===== src/rtl/acc_cpu_pkg.sv =====
// Shared definitions for the parametrised accumulator CPU: opcode map and
// controller state encoding.
package acc_cpu_pkg;

  localparam int OPC_W = 4;

  typedef enum logic [OPC_W-1:0] {
    OP_HLT   = 4'b0000,
    OP_ADD   = 4'b0001,
    OP_XNOR  = 4'b0010,
    OP_AND   = 4'b0011,
    OP_LOAD  = 4'b0100,
    OP_STORE = 4'b0101,
    OP_SUB   = 4'b0110,
    OP_OR    = 4'b0111,
    OP_JMP   = 4'b1000,
    OP_JZ    = 4'b1001,
    OP_JC    = 4'b1010,
    OP_NOT   = 4'b1011,
    OP_SHL   = 4'b1100,
    OP_SHR   = 4'b1101,
    OP_LDI   = 4'b1110,
    OP_NOP   = 4'b1111
  } opcode_e;

  typedef enum logic [1:0] {
    ST_FETCH  = 2'd0,
    ST_DECODE = 2'd1,
    ST_EXEC   = 2'd2,
    ST_HALT   = 2'd3
  } state_e;

endpackage


===== src/rtl/acc_cpu_alu.sv =====
// Combinational datapath for the accumulator CPU: computes the new AC value,
// carry-out with its write enable, and the zero flag of the result.
module acc_cpu_alu
  import acc_cpu_pkg::*;
#(
  parameter int DATA_W = 8
) (
  input  logic [OPC_W-1:0]  opcode,
  input  logic [DATA_W-1:0] ac,
  input  logic [DATA_W-1:0] operand,
  input  logic              c_in,
  output logic [DATA_W-1:0] result,
  output logic              carry_out,
  output logic              carry_we,
  output logic              zero
);

  logic [DATA_W:0] wide_s;

  // Result and carry selection per opcode; SUB's carry is the borrow bit.
  always_comb begin
    wide_s    = {(DATA_W+1){1'b0}};
    result    = ac;
    carry_out = c_in;
    carry_we  = 1'b0;
    case (opcode)
      OP_ADD: begin
        wide_s    = {1'b0, ac} + {1'b0, operand};
        result    = wide_s[DATA_W-1:0];
        carry_out = wide_s[DATA_W];
        carry_we  = 1'b1;
      end
      OP_SUB: begin
        wide_s    = {1'b0, ac} - {1'b0, operand};
        result    = wide_s[DATA_W-1:0];
        carry_out = wide_s[DATA_W];
        carry_we  = 1'b1;
      end
      OP_SHL: begin
        result    = {ac[DATA_W-2:0], 1'b0};
        carry_out = ac[DATA_W-1];
        carry_we  = 1'b1;
      end
      OP_SHR: begin
        result    = {1'b0, ac[DATA_W-1:1]};
        carry_out = ac[0];
        carry_we  = 1'b1;
      end
      OP_AND:           result = ac & operand;
      OP_OR:            result = ac | operand;
      OP_XNOR:          result = ~(ac ^ operand);
      OP_NOT:           result = ~ac;
      OP_LOAD, OP_LDI:  result = operand;
      default:          result = ac;
    endcase
  end

  assign zero = (result == {DATA_W{1'b0}});

endmodule


===== src/rtl/acc_cpu_param.sv =====
// Parametrised accumulator CPU with memReady stall handshake, Z/C flags,
// conditional branches and a visible halt state.
module acc_cpu_param
  import acc_cpu_pkg::*;
#(
  parameter  int ADDR_W = 4,
  localparam int DATA_W = ADDR_W + OPC_W
) (
  input  logic              clk,
  input  logic              reset,
  output logic              read,
  output logic              write,
  output logic [ADDR_W-1:0] address,
  input  logic [DATA_W-1:0] memoryOut,
  output logic [DATA_W-1:0] memoryIn,
  input  logic              memReady,
  output logic              halted
);

  state_e              state_r;
  logic [ADDR_W-1:0]   pc_r;
  logic [ADDR_W-1:0]   addr_r;
  logic [DATA_W-1:0]   ir_r;
  logic [DATA_W-1:0]   ac_r;
  logic                z_r;
  logic                c_r;
  logic                read_r;
  logic                write_r;
  logic                halted_r;

  logic [OPC_W-1:0]    opcode_s;
  logic [ADDR_W-1:0]   op_s;
  logic [DATA_W-1:0]   operand_s;
  logic [DATA_W-1:0]   alu_result_s;
  logic                alu_cout_s;
  logic                alu_cwe_s;
  logic                alu_zero_s;
  logic                taken_s;
  logic [ADDR_W-1:0]   pc_next_s;

  assign opcode_s = ir_r[DATA_W-1:ADDR_W];
  assign op_s     = ir_r[ADDR_W-1:0];

  // ALU operand: memory word during EXEC, zero-extended immediate otherwise.
  always_comb begin
    if (state_r == ST_EXEC) begin
      operand_s = memoryOut;
    end else begin
      operand_s = {{OPC_W{1'b0}}, op_s};
    end
  end

  // Branch resolution; non-branch opcodes simply fall through.
  always_comb begin
    case (opcode_s)
      OP_JMP:  taken_s = 1'b1;
      OP_JZ:   taken_s = z_r;
      OP_JC:   taken_s = c_r;
      default: taken_s = 1'b0;
    endcase
  end

  assign pc_next_s = taken_s ? op_s : pc_r;

  acc_cpu_alu #(.DATA_W(DATA_W)) u_alu (
    .opcode    (opcode_s),
    .ac        (ac_r),
    .operand   (operand_s),
    .c_in      (c_r),
    .result    (alu_result_s),
    .carry_out (alu_cout_s),
    .carry_we  (alu_cwe_s),
    .zero      (alu_zero_s)
  );

  // Controller: bus outputs are registered alongside every state transition.
  always_ff @(posedge clk) begin
    if (reset) begin
      state_r  <= ST_FETCH;
      pc_r     <= {ADDR_W{1'b0}};
      addr_r   <= {ADDR_W{1'b0}};
      ir_r     <= {DATA_W{1'b0}};
      ac_r     <= {DATA_W{1'b0}};
      z_r      <= 1'b0;
      c_r      <= 1'b0;
      read_r   <= 1'b1;
      write_r  <= 1'b0;
      halted_r <= 1'b0;
    end else begin
      case (state_r)
        ST_FETCH: begin
          if (memReady) begin
            ir_r    <= memoryOut;
            pc_r    <= pc_r + {{(ADDR_W-1){1'b0}}, 1'b1};
            read_r  <= 1'b0;
            state_r <= ST_DECODE;
          end
        end
        ST_DECODE: begin
          case (opcode_s)
            OP_HLT: begin
              halted_r <= 1'b1;
              state_r  <= ST_HALT;
            end
            OP_ADD, OP_XNOR, OP_AND, OP_LOAD, OP_STORE, OP_SUB, OP_OR: begin
              addr_r  <= op_s;
              read_r  <= (opcode_s != OP_STORE);
              write_r <= (opcode_s == OP_STORE);
              state_r <= ST_EXEC;
            end
            OP_NOT, OP_SHL, OP_SHR, OP_LDI: begin
              ac_r    <= alu_result_s;
              z_r     <= alu_zero_s;
              c_r     <= alu_cwe_s ? alu_cout_s : c_r;
              addr_r  <= pc_r;
              read_r  <= 1'b1;
              state_r <= ST_FETCH;
            end
            default: begin
              pc_r    <= pc_next_s;
              addr_r  <= pc_next_s;
              read_r  <= 1'b1;
              state_r <= ST_FETCH;
            end
          endcase
        end
        ST_EXEC: begin
          if (memReady) begin
            if (opcode_s != OP_STORE) begin
              ac_r <= alu_result_s;
              z_r  <= alu_zero_s;
              c_r  <= alu_cwe_s ? alu_cout_s : c_r;
            end
            addr_r  <= pc_r;
            read_r  <= 1'b1;
            write_r <= 1'b0;
            state_r <= ST_FETCH;
          end
        end
        ST_HALT: begin
          read_r  <= 1'b0;
          write_r <= 1'b0;
        end
        default: begin
          state_r <= ST_FETCH;
        end
      endcase
    end
  end

  // Reset gates the bus so an in-flight STORE cannot land during reset.
  assign read     = reset ? 1'b0 : read_r;
  assign write    = reset ? 1'b0 : write_r;
  assign address  = reset ? {ADDR_W{1'b0}} : addr_r;
  assign halted   = reset ? 1'b0 : halted_r;
  assign memoryIn = ac_r;

endmodule


===== config.mk =====
export PLATFORM = sky130hd
export DESIGN_NAME = acc_cpu_param
export DESIGN_NICKNAME = d
export VERILOG_FILES = /design/src/rtl/acc_cpu_pkg.sv /design/src/rtl/acc_cpu_alu.sv /design/src/rtl/acc_cpu_param.sv
export SDC_FILE = /design/constraint.sdc
export NUM_CORES = 1
export LEC_CHECK = 0
export CAP_MARGIN = 10
export CORE_ASPECT_RATIO = 1.25
export CORE_MARGIN = 8
export CORE_UTILIZATION = 60
export DETAILED_ROUTE_END_ITERATION = 8
export GPL_TIMING_DRIVEN = 1
export PLACE_DENSITY = 0.9
export RECOVER_POWER = 100
export SYNTH_ARGS = -nofsm -noshare
export SYNTH_HDL_FRONTEND = slang
export SYNTH_HIERARCHICAL = 1
export SYNTH_SLANG_ARGS = --single-unit

===== constraint.sdc =====
create_clock -name clk -period 6.2 [get_ports clk]
set_clock_uncertainty 0.1 [all_clocks]
set_input_delay 1.55 -clock clk [delete_from_list [all_inputs] [get_ports clk]]
set_output_delay 1.55 -clock clk [all_outputs]
set_load 0.05 [all_outputs]

Word-level counts from Yosys, hierarchy flattened
Cells that the tools add are included.
{"block": "totals", "regBits": 31, "out_inout_bits": 15, "wordCells": 102}
{"block": "classes", "n_addsub": 3, "n_eq_ne": 25, "mux": 39, "n_bitwise": 5, "n_reduce_logical": 20}
{"op": "8-bit one-hot mux with 9 select lines", "count": 1}
{"op": "8-bit 2-to-1 mux", "count": 4}
{"op": "4-bit == test (second input constant)", "count": 7}
{"op": "4-bit 2-to-1 mux", "count": 5}
{"op": "4-bit by 3-bit == test with 1-bit output (second input constant)", "count": 4}
{"op": "8-bit NOT", "count": 2}
{"op": "4-bit one-hot mux with 2 select lines", "count": 2}
{"op": "8-bit one-hot mux with 2 select lines", "count": 1}
{"op": "3-bit AND reduction", "count": 5}
{"op": "1-bit 2-to-1 mux", "count": 14}
{"op": "4-bit one-hot mux with 3 select lines", "count": 1}
{"op": "12-bit OR reduction", "count": 1}
{"op": "2-bit inequality test (second input constant)", "count": 5}
{"op": "8-bit by 8-bit adder with 9-bit output", "count": 1}
{"op": "8-bit by 8-bit subtractor with 9-bit output", "count": 1}
{"op": "8-bit bitwise AND", "count": 1}
{"op": "4-bit by 2-bit == test with 1-bit output (second input constant)", "count": 2}
{"op": "8-bit logical NOT", "count": 1}
{"op": "8-bit OR", "count": 1}
{"op": "1-bit one-hot mux with 4 select lines", "count": 2}
{"op": "4-bit OR reduction", "count": 2}
{"op": "8-bit XOR", "count": 1}
{"op": "7-bit OR reduction", "count": 1}
{"op": "1-bit one-hot mux with 2 select lines", "count": 3}
{"op": "other kinds (17)", "count": 24}

Depth between registers and ports, before layout
{"block": "depth", "ltp_word": 9, "mapped_depth": 17, "ltp_nobuf": 15}

By module
The synthesis kept the hierarchy.
{"mod": "acc_cpu_param", "instances": 1, "cells_per_inst": 209, "area_each_um2": 1794.2}
{"mod": "acc_cpu_alu", "instances": 1, "cells_per_inst": 259, "area_each_um2": 1767.9}

Worst setup path after synthesis
No wires, ideal clock.
{"block": "synth_timing", "path_kind": "input port to output port", "startpoint": "input port reset", "endpoint": "output port halted", "arrival_time_ns": 2.534, "required_time_ns": 4.550, "slack_ns": 2.016, "cell_stages": 3, "n_path_buf": 2, "path_cell_list": "clkbuf_8 -> clkbuf_8 -> nor2b_1"}
{"block": "synth_between", "elab_chain_len": 1}
{"element": "start: declaration", "line": "acc_cpu_param.sv:10", "source": "input logic reset,"}
{"element": "1-bit 2-to-1 mux", "line": "acc_cpu_param.sv:155", "source": "assign halted = reset ? 1'b0 : halted_r;"}
{"element": "end: declaration", "line": "acc_cpu_param.sv:17", "source": "output logic halted"}
Every way passes these cells.

Final worst setup path
{"block": "layout_timing", "startpoint": "input port reset", "endpoint": "output port address[0]"}
{"block": "layout_between", "elab_chain_len": 1}
{"element": "4-bit 2-to-1 mux", "line": "acc_cpu_param.sv:154", "source": "assign address = reset ? {ADDR_W{1'b0}} : addr_r;"}
{"element": "end: declaration", "line": "acc_cpu_param.sv:13", "source": "output logic [ADDR_W-1:0] address,"}
Every way passes these cells.

==> summary by stage <==
Global routing
The largest net degree at the start of global routing is 37. The initial antenna violation count is 0. The wire length of the first global-routing pass is about 16 mm. The global router's overall resource usage is a little under a quarter.

Summed over all layers, the global routing overflow is 0. The via count of the first global-routing pass is approximately 3400.

Detailed routing
In the final routed layout, each cell accounts on average for about 19 um. Wire segments on met3 add up to ~650 um in the final route. The uppermost metal layer occupied by signal nets is met4. The sum of routed wire segments on met1 is approximately 4.0 mm. The final route contains between 3000 and 4000 vias. The DRC violation total after the first TritonRoute iteration is between 400 and 500. The via density per instance is ~6.9. The length of routed met2 wiring is between 5 and 6 mm. After detailed routing, the number of remaining DRC violations is 0. The count of nets left with antenna violations after detail routing is 0. The final layout contains routed wiring with a total length of about 10 mm. The number of optimization iterations in the first detailed-route pass is 6.

Clocking
After clock tree synthesis, the clock-pin slew on the worst setup and hold paths is about 60 ps. The number of H-tree levels is 2. The longest clock path from root to sink contains 2 buffers. In this run, post-CTS hold repair placed 0 buffers. For this design, the sink count on the clock tree is 31. In this run the clock root is driven by a clkbuf_8.

The number of setup buffers added after CTS is 0. The total CTS buffers is 5. The clock reaches the later pin of the worst-skew pair after a little under 300 ps. Once the clock tree was built, the resizer swapped 0 gates to a different size. The CTS tree is done.

Die
The floorplan has 31 rows. The initial cell density of the core is between 60 and 70%. The count of boundary I/O pins is 26. The floorplan step defined a core boundary enclosing 0.00578 mm2. The die is 102 um tall. The die width is roughly 85 um. The die covers around 0.0087 mm2.

Logic synthesis
The main combinational cell family by area after synthesis is compound AO/OA/AOI/OAI gates. The main flop type after synthesis is dfxtp_1. Summing the areas of all fa, ha and maj instances in the mapped netlist gives a little under an eighth of the synthesized area.

After synthesis the netlist holds a flip-flop and latch count of 31. In the synthesized netlist, the cells that appear most often are a21oi_1, nand2_1, inv_1, nor2_1, dfxtp_1. Yosys attributes the largest share of cell area to dfxtp_1, ha_1, a21oi_1. The top-area cell type share of the netlist area is 17.4%. The area of the mapped netlist is around 0.0036 mm2. Synthesis instantiated between 80 and 90 different standard cells from the library. Of the total synthesized cell area, the portion taken by AND, OR, NAND and NOR gates is 22.0%. The share of flip-flops with an asynchronous set or reset after synthesis is 0%. In the synthesized netlist, mux cells make up around 4.7% of the area.

The post-synthesis cell type with the largest combined area is dfxtp_1. After technology mapping, the gate count stands at approximately 470. In the post-synthesis netlist, the cell with the most instances is a21oi_1.

The total number of yosys warnings is 6. The number of enable-type register cells in the synthesized netlist is 0. The synthesized netlist net count is between 500 and 600. Summing the areas of all xor and xnor instances in the mapped netlist gives under 10% of the synthesized area. The register area share after synthesis is between 10% and 20%. The synthesized netlist devotes between 30% and 40% of its cell area to compound gates.

A synthesized cell averages 7.61 um2.

Run
The tool flagged a number of max-cap violations equal to 0.

Setup path
The kind of critical path is in -> out. The largest individual stage delay along the critical path comes from the cell dlygate4sd3_1. Counting stages on the worst path, the most repeated cell is dlygate4sd3_1.

Walking the worst path, the cells encountered are dlygate4sd3_1 -> and2b_2 -> dlygate4sd3_1. The launching element type of the critical path is an input pin. The worst setup path is captured at an output pin. In this run the worst path has a maximum fanout of 23. On the worst path, the slowest cell contributes a delay of between 1000 and 1500 ps. STA puts the critical path data arrival time at roughly 3700 ps. The critical path required time is 4550 ps.

Timing
The final-report max-slew violation count is 0. The transition time at the pin with the least slew margin is approximately 890 ps. In this run the tightest slew margin relative to its limit is 40.7%. The setup violation total in the final timing report is 0. Static timing analysis puts the maximum clock frequency at 186 MHz. The number of failing hold endpoints at the final stage was 0. The clock period minus worst slack is roughly 5400 ps. Setup repair after global routing left no endpoint under its margin.

After layout, the worst setup slack is a little over 800 ps. In the final timing run, aggregate negative setup slack is 0 ps. The final clock period utilization by the worst path is about 87%.

Power
The static leakage is 1.43 nW. Dividing total power by cell area gives a power density of 186 mW/mm2. VDD sags by at most approximately 160 uV.

Final layout
Of the cells placed in the final design, the portion with a size suffix greater than 1 is just over 7%. The number of diodes is 0. The layout overhead on the synthesized area is 5.41%. The number of nets at the end of the flow is ~500.

Place
Before CTS, the worst setup slack after placement is 933 ps. At the end of routability-driven placement, the weighted congestion stood at roughly 0.95. Summed over all nets, the half-perimeter wirelength after detailed placement is approximately 7.3 mm. Input and output buffers added on the ports amount to 25.

Status
The run finished with clean final reports.

Worst hold path
The classification of the worst-slack hold path is reg -> reg.
[logic make-up (layout without fill, tap and decap cells)]
logic type | Yosys count | count (layout)
AOI/OAI and AO/OA | 166 | 166
muxes | 15 | 15
xor gates and xnor gates | 5 | 5
and+or+nand+nor | 149 | 149
adders and majority gates | 31 | 31
buffers and inverters | 71 | 72
DFF | 31 | 31
[stage by stage]
| stage | utilization (%) | instance area (um2) | power [mW] | hold slack, ps | cells |
|---|---|---|---|---|---|
| floorplan | - | 3560 | 0.474 | 328 | 468 |
| detailed placement | 63.7 | 3680 | 0.537 | 348 | 528 |
| global route | 65.0 | 3750 | 0.734 | 414 | 535 |
| finish | 65.0 | 3750 | 0.698 | 356 | 535 |
| global placement | 63.7 | 3680 | 0.529 | 345 | 528 |
| CTS | 65.2 | 3770 | 0.698 | 362 | 535 |
[cell type report]
type,count,area (um2)
Multi-Input combinational cell,366,2550
Fill cell,512,2020
Sequential cell,31,621
Timing Repair Buffer,30,284
Inverter,35,131
Clock buffer,6,82.6
Tap cell,66,82.6
Clock inverter,1,5.00
[placed cells by master (no fill, tap or decap), types with 5 or more instances in the layout]
master | Yosys | layout
dfxtp_1 | 31 | 31
a221o_1 | 9 | 10
a21oi_1 | 46 | 46
and2_1 | 6 | 5
inv_1 | 35 | 35
o31ai_1 | 8 | 8
clkdlybuf4s50_1 | 0 | 6
nand3_1 | 5 | 5
ha_1 | 29 | 29
xnor2_1 | 5 | 5
nor4_1 | 5 | 5
nor2b_1 | 8 | 8
nand2b_1 | 7 | 7
o21ai_0 | 23 | 24
a31oi_1 | 6 | 6
dlygate4sd3_1 | 0 | 19
mux2i_1 | 10 | 10
clkbuf_8 | 3 | 6
a311oi_1 | 4 | 5
nor3_1 | 9 | 9
o22ai_1 | 8 | 8
nand2_1 | 42 | 42
nor2_1 | 35 | 35
[final timing paths]
path	from	endpoint	slack, ps	cells past startpoint
max	reset	address[0]	820	3
min	read_r	read_r	360	2
max reg2reg	state_r[0]	z_r	2060	14
min reg2reg	read_r	read_r	360	2
[where the power goes]
group          leakage [nW]  switching (mW)  internal, mW
combinational          1.13           0.184         0.115
sequential            0.253          0.0264         0.214
clock                0.0470          0.0719        0.0868
[critical path, delay by kind of cell]
family | cells | cell delay, ps
buffers and inverters | 2 | 1860
and+or+nand+nor | 1 | 320
[sequential cells by signal (all words and copies together) (netlist names)]
name and cells:
write_r 1, z_r 1, c_r 1, read_r 1
state_r 2, pc_r 4, ir_r 8, addr_r 4
memoryIn 8, halted_r 1
[per-layer routing]
metal | GRT usage, % | vias to the layer above
met5 | 0 | -
met3 | 3.22 | 37
li1 | - | 1723
met1 | 24.8 | 1720
met4 | 13.2 | 0
met2 | 41.8 | 205
No activity file was read; power rests on OpenSTA's default activity.
